### config.mk
export PLATFORM = sky130hd
export DESIGN_NAME = dmem_responder_flat
export DESIGN_NICKNAME = d
export VERILOG_FILES = /design/src/rtl/dmem_responder_if.sv /design/src/rtl/dmem_responder.sv /design/src/flat_wrapper.sv
export SDC_FILE = /design/constraint.sdc
export NUM_CORES = 2
export LEC_CHECK = 0
export ABC_AREA = 1
export CAP_MARGIN = 30
export CORE_MARGIN = 2
export CORE_UTILIZATION = 55
export DETAILED_ROUTE_END_ITERATION = 12
export PLACE_DENSITY_LB_ADDON = 0.2
export SLEW_MARGIN = 40
export SYNTH_ARGS = -nofsm -noshare
export SYNTH_HDL_FRONTEND = slang
export SYNTH_SLANG_ARGS = --single-unit
export TNS_END_PERCENT = 20
### constraint.sdc
create_clock -name clock -period 3.9 [get_ports clock]
set_clock_uncertainty 0.05 [all_clocks]
set_input_delay 0.39 -clock clock [delete_from_list [all_inputs] [get_ports clock]]
set_output_delay 0.39 -clock clock [all_outputs]
set_load 0.005 [all_outputs]
### src/rtl/dmem_responder_if.sv
// Data-memory bus between the MEM stage and dmem_responder,
// plus the IO output and the TX drain port.
interface dmem_responder_if;
    logic [15:0] dmemaddr;
    logic [15:0] dmemwdata;
    logic        dmemwrite;
    logic        dmemread;
    logic [15:0] dmemrdata;
    logic [15:0] io_out;
    logic [15:0] tx_data;
    logic        tx_valid;
    logic        tx_ready;

    modport master (
        output dmemaddr, dmemwdata, dmemwrite, dmemread, tx_ready,
        input  dmemrdata, io_out, tx_data, tx_valid
    );

    modport slave (
        input  dmemaddr, dmemwdata, dmemwrite, dmemread, tx_ready,
        output dmemrdata, io_out, tx_data, tx_valid
    );
endinterface

### src/rtl/dmem_responder.sv
// Data RAM plus IO page (output reg, cycle counter, TX FIFO).
// Reads are combinational; every write commits on the clock edge.
module dmem_responder #(
    parameter int RAM_WORDS  = 128,
    parameter int FIFO_DEPTH = 4
) (
    input logic clock,
    input logic reset,
    dmem_responder_if.slave bus
);
    localparam int AW = $clog2(RAM_WORDS);
    localparam int PW = $clog2(FIFO_DEPTH);
    localparam int CW = PW + 1;

    localparam logic [15:0] A_IOOUT  = 16'hFFF0;
    localparam logic [15:0] A_CYCLES = 16'hFFF2;
    localparam logic [15:0] A_TXPUSH = 16'hFFF4;
    localparam logic [15:0] A_TXSTAT = 16'hFFF6;

    logic [15:0]   r_ram  [RAM_WORDS];
    logic [15:0]   r_fifo [FIFO_DEPTH];
    logic [15:0]   r_ioout;
    logic [15:0]   r_cycles;
    logic [PW-1:0] r_rd_ptr;
    logic [PW-1:0] r_wr_ptr;
    logic [CW-1:0] r_count;
    logic          r_ovf;

    logic [15:0]   w_addr;
    logic [AW-1:0] w_idx;
    logic          w_is_ram;
    logic          w_is_io;
    logic          w_is_cyc;
    logic          w_is_push;
    logic          w_is_stat;
    logic          w_empty;
    logic          w_full;
    logic          w_pop;
    logic          w_push_req;
    logic          w_push;
    logic          w_reject;
    logic [15:0]   w_stat;
    logic [15:0]   w_rdata;

    assign w_addr    = bus.dmemaddr & 16'hFFFE;
    assign w_idx     = w_addr[AW:1];
    assign w_is_ram  = {16'h0, w_addr} < 32'(2 * RAM_WORDS);
    assign w_is_io   = w_addr == A_IOOUT;
    assign w_is_cyc  = w_addr == A_CYCLES;
    assign w_is_push = w_addr == A_TXPUSH;
    assign w_is_stat = w_addr == A_TXSTAT;

    assign w_empty = r_count == '0;
    assign w_full  = r_count == CW'(FIFO_DEPTH);
    assign w_pop   = !w_empty && bus.tx_ready;

    // A full FIFO still takes a push when the head leaves the same cycle.
    assign w_push_req = bus.dmemwrite && w_is_push;
    assign w_push     = w_push_req && (!w_full || w_pop);
    assign w_reject   = w_push_req && w_full && !w_pop;

    assign w_stat = {r_ovf, 5'b0, w_full, w_empty, 4'b0, 4'(r_count)};

    always_comb begin
        w_rdata = '0;
        if (bus.dmemread) begin
            unique case (1'b1)
                w_is_ram:  w_rdata = r_ram[w_idx];
                w_is_io:   w_rdata = r_ioout;
                w_is_cyc:  w_rdata = r_cycles;
                w_is_stat: w_rdata = w_stat;
                default:   w_rdata = '0;
            endcase
        end
    end

    assign bus.dmemrdata = w_rdata;
    assign bus.io_out    = r_ioout;
    assign bus.tx_valid  = !w_empty;
    assign bus.tx_data   = w_empty ? 16'h0 : r_fifo[r_rd_ptr];

    always_ff @(posedge clock) begin
        if (reset) begin
            for (int i = 0; i < RAM_WORDS; i++) r_ram[i] <= '0;
        end else if (bus.dmemwrite && w_is_ram) begin
            r_ram[w_idx] <= bus.dmemwdata;
        end
    end

    always_ff @(posedge clock) begin
        if (reset) begin
            r_ioout  <= '0;
            r_cycles <= '0;
        end else begin
            if (bus.dmemwrite && w_is_io) r_ioout <= bus.dmemwdata;
            if (bus.dmemwrite && w_is_cyc) r_cycles <= bus.dmemwdata;
            else r_cycles <= r_cycles + 16'd1;
        end
    end

    always_ff @(posedge clock) begin
        if (!reset && w_push) r_fifo[r_wr_ptr] <= bus.dmemwdata;
    end

    always_ff @(posedge clock) begin
        if (reset) begin
            r_rd_ptr <= '0;
            r_wr_ptr <= '0;
            r_count  <= '0;
            r_ovf    <= 1'b0;
        end else begin
            if (w_pop) r_rd_ptr <= r_rd_ptr + PW'(1);
            if (w_push) r_wr_ptr <= r_wr_ptr + PW'(1);
            unique case ({w_push, w_pop})
                2'b10:   r_count <= r_count + CW'(1);
                2'b01:   r_count <= r_count - CW'(1);
                default: r_count <= r_count;
            endcase
            // Setting overflow has priority over the clear.
            if (w_reject) r_ovf <= 1'b1;
            else if (bus.dmemwrite && w_is_stat) r_ovf <= 1'b0;
        end
    end
endmodule
### src/flat_wrapper.sv
// flat-port wrapper written by rule: the top's interface ports become plain ports
module dmem_responder_flat 
#(
    parameter int RAM_WORDS  = 128,
    parameter int FIFO_DEPTH = 4
)
  (clock, reset, bus_dmemaddr, bus_dmemwdata, bus_dmemwrite, bus_dmemread, bus_tx_ready, bus_dmemrdata, bus_io_out, bus_tx_data, bus_tx_valid);
  dmem_responder_if bus_i ();
  input logic clock;
  input logic reset;
  input wire logic [$bits(bus_i.dmemaddr)-1:0] bus_dmemaddr;
  input wire logic [$bits(bus_i.dmemwdata)-1:0] bus_dmemwdata;
  input wire logic [$bits(bus_i.dmemwrite)-1:0] bus_dmemwrite;
  input wire logic [$bits(bus_i.dmemread)-1:0] bus_dmemread;
  input wire logic [$bits(bus_i.tx_ready)-1:0] bus_tx_ready;
  output wire logic [$bits(bus_i.dmemrdata)-1:0] bus_dmemrdata;
  output wire logic [$bits(bus_i.io_out)-1:0] bus_io_out;
  output wire logic [$bits(bus_i.tx_data)-1:0] bus_tx_data;
  output wire logic [$bits(bus_i.tx_valid)-1:0] bus_tx_valid;
  assign bus_i.dmemaddr = bus_dmemaddr;
  assign bus_i.dmemwdata = bus_dmemwdata;
  assign bus_i.dmemwrite = bus_dmemwrite;
  assign bus_i.dmemread = bus_dmemread;
  assign bus_i.tx_ready = bus_tx_ready;
  assign bus_dmemrdata = bus_i.dmemrdata;
  assign bus_io_out = bus_i.io_out;
  assign bus_tx_data = bus_i.tx_data;
  assign bus_tx_valid = bus_i.tx_valid;
  dmem_responder #(.RAM_WORDS(RAM_WORDS), .FIFO_DEPTH(FIFO_DEPTH)) u_core (.clock(clock), .reset(reset), .bus(bus_i));
endmodule
## After elaboration in Yosys (flattened, before gate mapping)

Memory sizes are Yosys's and may differ from the RTL's. A register that Yosys moved wholly into a read port is not among the register bits.
Cells that the tools add are included.

- Flip-flop bits (word level): 40
- Latch bits: 0
- RAM bits: 2112
- ROM bits: 0
- Logic and storage cells: 59
- Memories kept: 2

- Add/sub/neg operators: 5
- Multiply operators: 0
- Divide/modulo/power cells: 0
- Order comparisons: 1
- Eq/ne operators: 7
- Shift operators: 0
- Muxes and demuxes: 19
- Bitwise operators: 0
- Reductions and logical operators: 19

Memories:

| name | words | width | read ports | clocked after Yosys merged registers in | wr ports | line | RTL |
|---|---|---|---|---|---|---|---|
| u_core.r_ram | 128 | 16 | 1 | 0 | 128 | dmem_responder.sv:20 | `logic [15:0] r_ram [RAM_WORDS];` |
| u_core.r_fifo | 4 | 16 | 1 | 1 | 1 | dmem_responder.sv:21 | `logic [15:0] r_fifo [FIFO_DEPTH];` |

Operators with widths:

| cell | number |
|---|---|
| 16-bit 2-to-1 mux | 4 |
| 16-bit case mux with 4 select lines | 1 |
| 15-bit equality test, second input constant | 4 |
| 16-bit by 1-bit adder with 16-bit output, second input constant | 1 |
| 16-bit by 9-bit less-than comparator with 1-bit output, second input constant | 1 |
| 16-bit OR reduction | 1 |
| 1-bit logical AND | 10 |
| 1-bit 2-to-1 mux | 10 |
| 7-bit 2-to-1 mux | 1 |
| 3-bit case mux with 2 select lines | 1 |
| 2-bit by 1-bit adder with 2-bit output, second input constant | 2 |
| 1-bit logical NOT | 4 |
| 2-bit 2-to-1 mux | 2 |
| 2-bit nonzero test | 2 |
| 3-bit by 1-bit adder with 3-bit output, second input constant | 1 |
| 3-bit equality test, second input constant | 1 |
| 3-bit logical NOT | 1 |
| 3-bit by 1-bit subtractor with 3-bit output, second input constant | 1 |
| 2-bit by 1-bit equality test with 1-bit output, second input constant | 1 |
| 2-bit equality test, second input constant | 1 |
| 1-bit logical OR | 1 |

## Logic depth before layout (Yosys ltp)

- Depth in word-level cells: 8
- Gate-level depth with buffers: 16

## Worst setup path after synthesis

Ideal clock, no wire load.

- Path type: in2reg
- From: input bus_dmemaddr[12]
- To: memory u_core.r_ram[121][0], enable pin
- Library setup time: 372 ps
- Data arrival time: 2401 ps
- Data required time: 3478 ps
- Slack: 1078 ps
- Stages on the path: 9
- Path buffers: 2
- Cells stage by stage: nor2_1 > inv_1 > nor4_4 > nand3_4 > nor2_1 > buf_2 > nand2_1 > clkbuf_1 > nand2_1

RTL lines:

| item | line | RTL |
|---|---|---|
| start, declared | flat_wrapper.sv:11 | `input wire logic [$bits(bus_i.dmemaddr)-1:0] bus_dmemaddr;` |
| end, declared | dmem_responder.sv:20 |  |

## Final worst setup path

- From: input bus_dmemaddr[2]
- To: output bus_dmemrdata[3]

- Word-level cells in the longest chain between the ends: 3
- Elaborated cells on any way between the ends: 7

RTL lines:

| item | line | RTL |
|---|---|---|
| memory 128 x 16 bit (tied with other cells) | - |  |
| 16-bit case mux with 4 select lines (*) | dmem_responder.sv:67 | `unique case (1'b1)` |
| 16-bit 2-to-1 mux (*) | dmem_responder.sv:66 | `if (bus.dmemread) begin` |
| end, declared | flat_wrapper.sv:16 | `output wire logic [$bits(bus_i.dmemrdata)-1:0] bus_dmemrdata;` |

Mark *: on every way between the ends. The rest lies on a longest branch, timed or not.

==> out/qor.yml <==
run_status: "finished, violations left"
failed_checks: "negative setup slack"
tightestPinTransition_ps: 840
core_um2: 185000
finalCriticalPeriod_ps: 4120
hp-class: "input pin to flop"
avgViaCountPerCell: 5.47
p_total_mw: 51.4
synthTopCellsByArea: "edfxtp_1 62%, nor2_1 11%, nand2_1 9.4%"
worstPathArrival_ps: 3680
path_clk_slew_ps: 60
multi_input_area_um2: 29400
clock-sinks: 2154
start_util: 0.553
grt_max_degree: 88
port_buffers: 84
vias: 79400
rsz0062_at_grt: "true"
netlist.area_leader.share: 0.619
slew_violations: 0
placedCellCount: 14100
crit_type: "input pin to output pin"
drt_pass1_iterations: 6
root_buffer: "clkbuf_16"
critPathBufInv: 7
ioPinCount: 86
fin_cells: 14500
crit_required_ps: 3460
clk_latency_ps: 860
rr_worst_depth: 10
p_leak_nw: 52.4
drt_iter0_markers: 10700
gp_congestion: 0.945
dp.final_hpwl_um: 191000
synthFlopType: "edfxtp_1"
timing.slew.headroom: 0.440
fill_cells: 15100
yosysTopAreaCell: "edfxtp_1"
finalCritPeriodShare: 1.06
async_reset_ff_frac: 0
synth_area_um2: 102000
yosysWarnings: 0
path_depth: 18
crit_slowest_cell: "clkdlybuf4s50_1"
syn2layout_area_growth_pct: 14.7
drv_cap: 0
antenna_found_initial: 9
seqCellArea_um2: 64300
die_h_um: 436
vdd.ir_drop.worst_mv: 0.434
die_area_um2: 190000
grt_overflow: 0
hold_buffers: 0
final_nets: 11900
cp_max_fo: 21
p_per_area_nw_per_um2: 438
critPathTopFamily: "buffers and inverters"
synth_edf_count: 2112
grt_use_total: 0.317
fmax_mhz: 243
routedWlPerCell_um: 21.1
start_kind: "input pin"
htreeDepth: 4
cts_tree: "yes"
synth_cell_types: 35
drive_gt1_frac: 0.109
cts.path.max_buffers: 3
ys_seq_elements: 2154
timing.final.ws_setup_ps: -218
routed_wl_um: 306000
setup_violations: 8
path_cells: "clkdlybuf4s50_1 -> buf_12 -> nand2_4 -> inv_4 -> buf_12 -> buf_4 -> nand3_1 -> nand2_1 -> nor2_1 -> nor2_1 -> nor2_1 -> nand2_1 -> nand2_1 -> nand2_1 -> o21ai_0 -> buf_4 -> a21oi_2 -> clkdlybuf4s50_1"
numCtsBuffers: 217
yosysSeqAreaShare: 0.627
final.setup.tns_ps: -1330
drc_errors: 0
syn_nets: 11700
cp-end-kind: "output pin"
cpMostUsedCell: "nand2_1"
grt_pass1_wl_um: 454000
num_rows: 158
hold_viol_final: 0
hold_depth: 3
grt_pass1_vias: 74500
antenna_left: 0
syn_inst: 11700
avgSynthCellArea_um2: 8.79
slowest_delay_ps: 470
die_x_um: 436
-- Yosys cell counts (2+ instances only) --
library cell / n
xor2_1: 12
buf_1: 52
clkbuf_1: 657
buf_2: 61
or2_2: 239
inv_1: 1653
nand3b_1: 2
o21ai_0: 165
buf_4: 2
ha_1: 6
nand4_1: 5
nor2_1: 3051
nand2_1: 2568
a211oi_1: 4
o211ai_1: 32
a21oi_1: 69
nor3_1: 5
dfxtp_1: 42
a31oi_1: 6
inv_2: 2
o21ai_1: 5
o22ai_1: 8
nand3_1: 883
edfxtp_1: 2112
nor3_2: 2
nor3_4: 4
-- worst paths after layout --
check / startpoint / endpoint / slack (ps)
worst max register to register: u_core.r_count[0] / u_core.r_count[2] / 1390
worst min register to register: u_core.r_rd_ptr[1] / u_core.r_rd_ptr[1] / 440
worst max-delay path: bus_dmemaddr[2] / bus_dmemrdata[3] / -220
worst min-delay path: bus_dmemwrite / u_core.r_ovf / 300
-- metrics by stage --
step	hold WS, ps	utilization	setup WS, ps	cell area [um^2]
2_1_floorplan	386	-	1080	102000
3_3_place_gp	401	0.595	-620	110000
3_5_place_dp	422	0.595	-600	110000
4_1_cts	242	0.633	-175	117000
5_1_grt	306	0.634	-237	117000
6_report	296	0.634	-218	117000
-- registers in the layout (all words and copies together) (netlist names), named ones only --
register / flops
u_core.bus.io_out: 16
u_core.r_count: 3
u_core.r_cycles: 16
u_core.r_fifo: 64
u_core.r_ovf: 1
u_core.r_ram: 2048
u_core.r_rd_ptr: 2
u_core.r_wr_ptr: 2
-- layer usage --
layer,global-route usage,vias to the layer above,share of wire
met2,0.499,4272,0.46
met3,0.0554,722,0.11
met1,0.432,37700,0.38
met5,0,-,0.00013
met4,0.147,6,0.048
li1,-,36700,-
-- report_power, final --
part           switching, mW  total (mW)  internal (mW)
clock network           8.97        19.9           10.9
registers              0.288        26.7           26.4
logic                   3.40        4.80           1.40
total                   12.7        51.4           38.7
-- timing repair --
item,in CTS,in global routing
pin swaps,10,3
setup buffers,8,0
gates cloned,6,0
endpoints found under the setup margin,16,16
resized for setup,90,43
-- kinds of logic after synthesis --
logic type               Yosys count  share of synthesized area
flip-flops                      2154                      0.627
XOR/XNOR                          13                    0.00111
AND/OR/NAND/NOR                 6764                      0.266
AO/OA/AOI/OAI                    291                     0.0153
adder cells (fa/ha/maj)            7                   0.000928
buffers and inverters           2427                     0.0897
-- worst register-to-register path: cells and delay by family (launching register included) --
family	cells	cell delay, ps
fa+ha+maj	2	630
simple gates	2	550
compound gates	4	490
flops	1	400
buf+inv	2	280
-- cell type report --
| class | instances | share of cell area |
|---|---|---|
| inverters | 1655 | 0.0541 |
| multi-input cells | 7075 | 0.250 |
| well taps | 2480 | 0.0264 |
| flip-flops and latches | 2154 | 0.547 |
| clock inverters | 124 | 0.00736 |
| repair buffers | 753 | 0.0659 |
| clock buffers | 276 | 0.0493 |
| diodes | 2 | 0.0000426 |
-- cells in the final DEF (no fill, tap or decap), types with 32 or more instances in the layout --
cell	count
nand2_1	2533
o211ai_1	32
clkbuf_1	51
or2_2	239
clkbuf_16	222
buf_4	524
dfxtp_1	42
clkinv_2	39
nand3_1	882
buf_12	128
nor2_1	3008
a21oi_1	58
nor2_2	38
inv_1	1634
clkdlybuf4s50_1	73
edfxtp_1	2112
clkinv_1	63
o21ai_0	158
No activity file was read; power rests on OpenSTA's default activity.
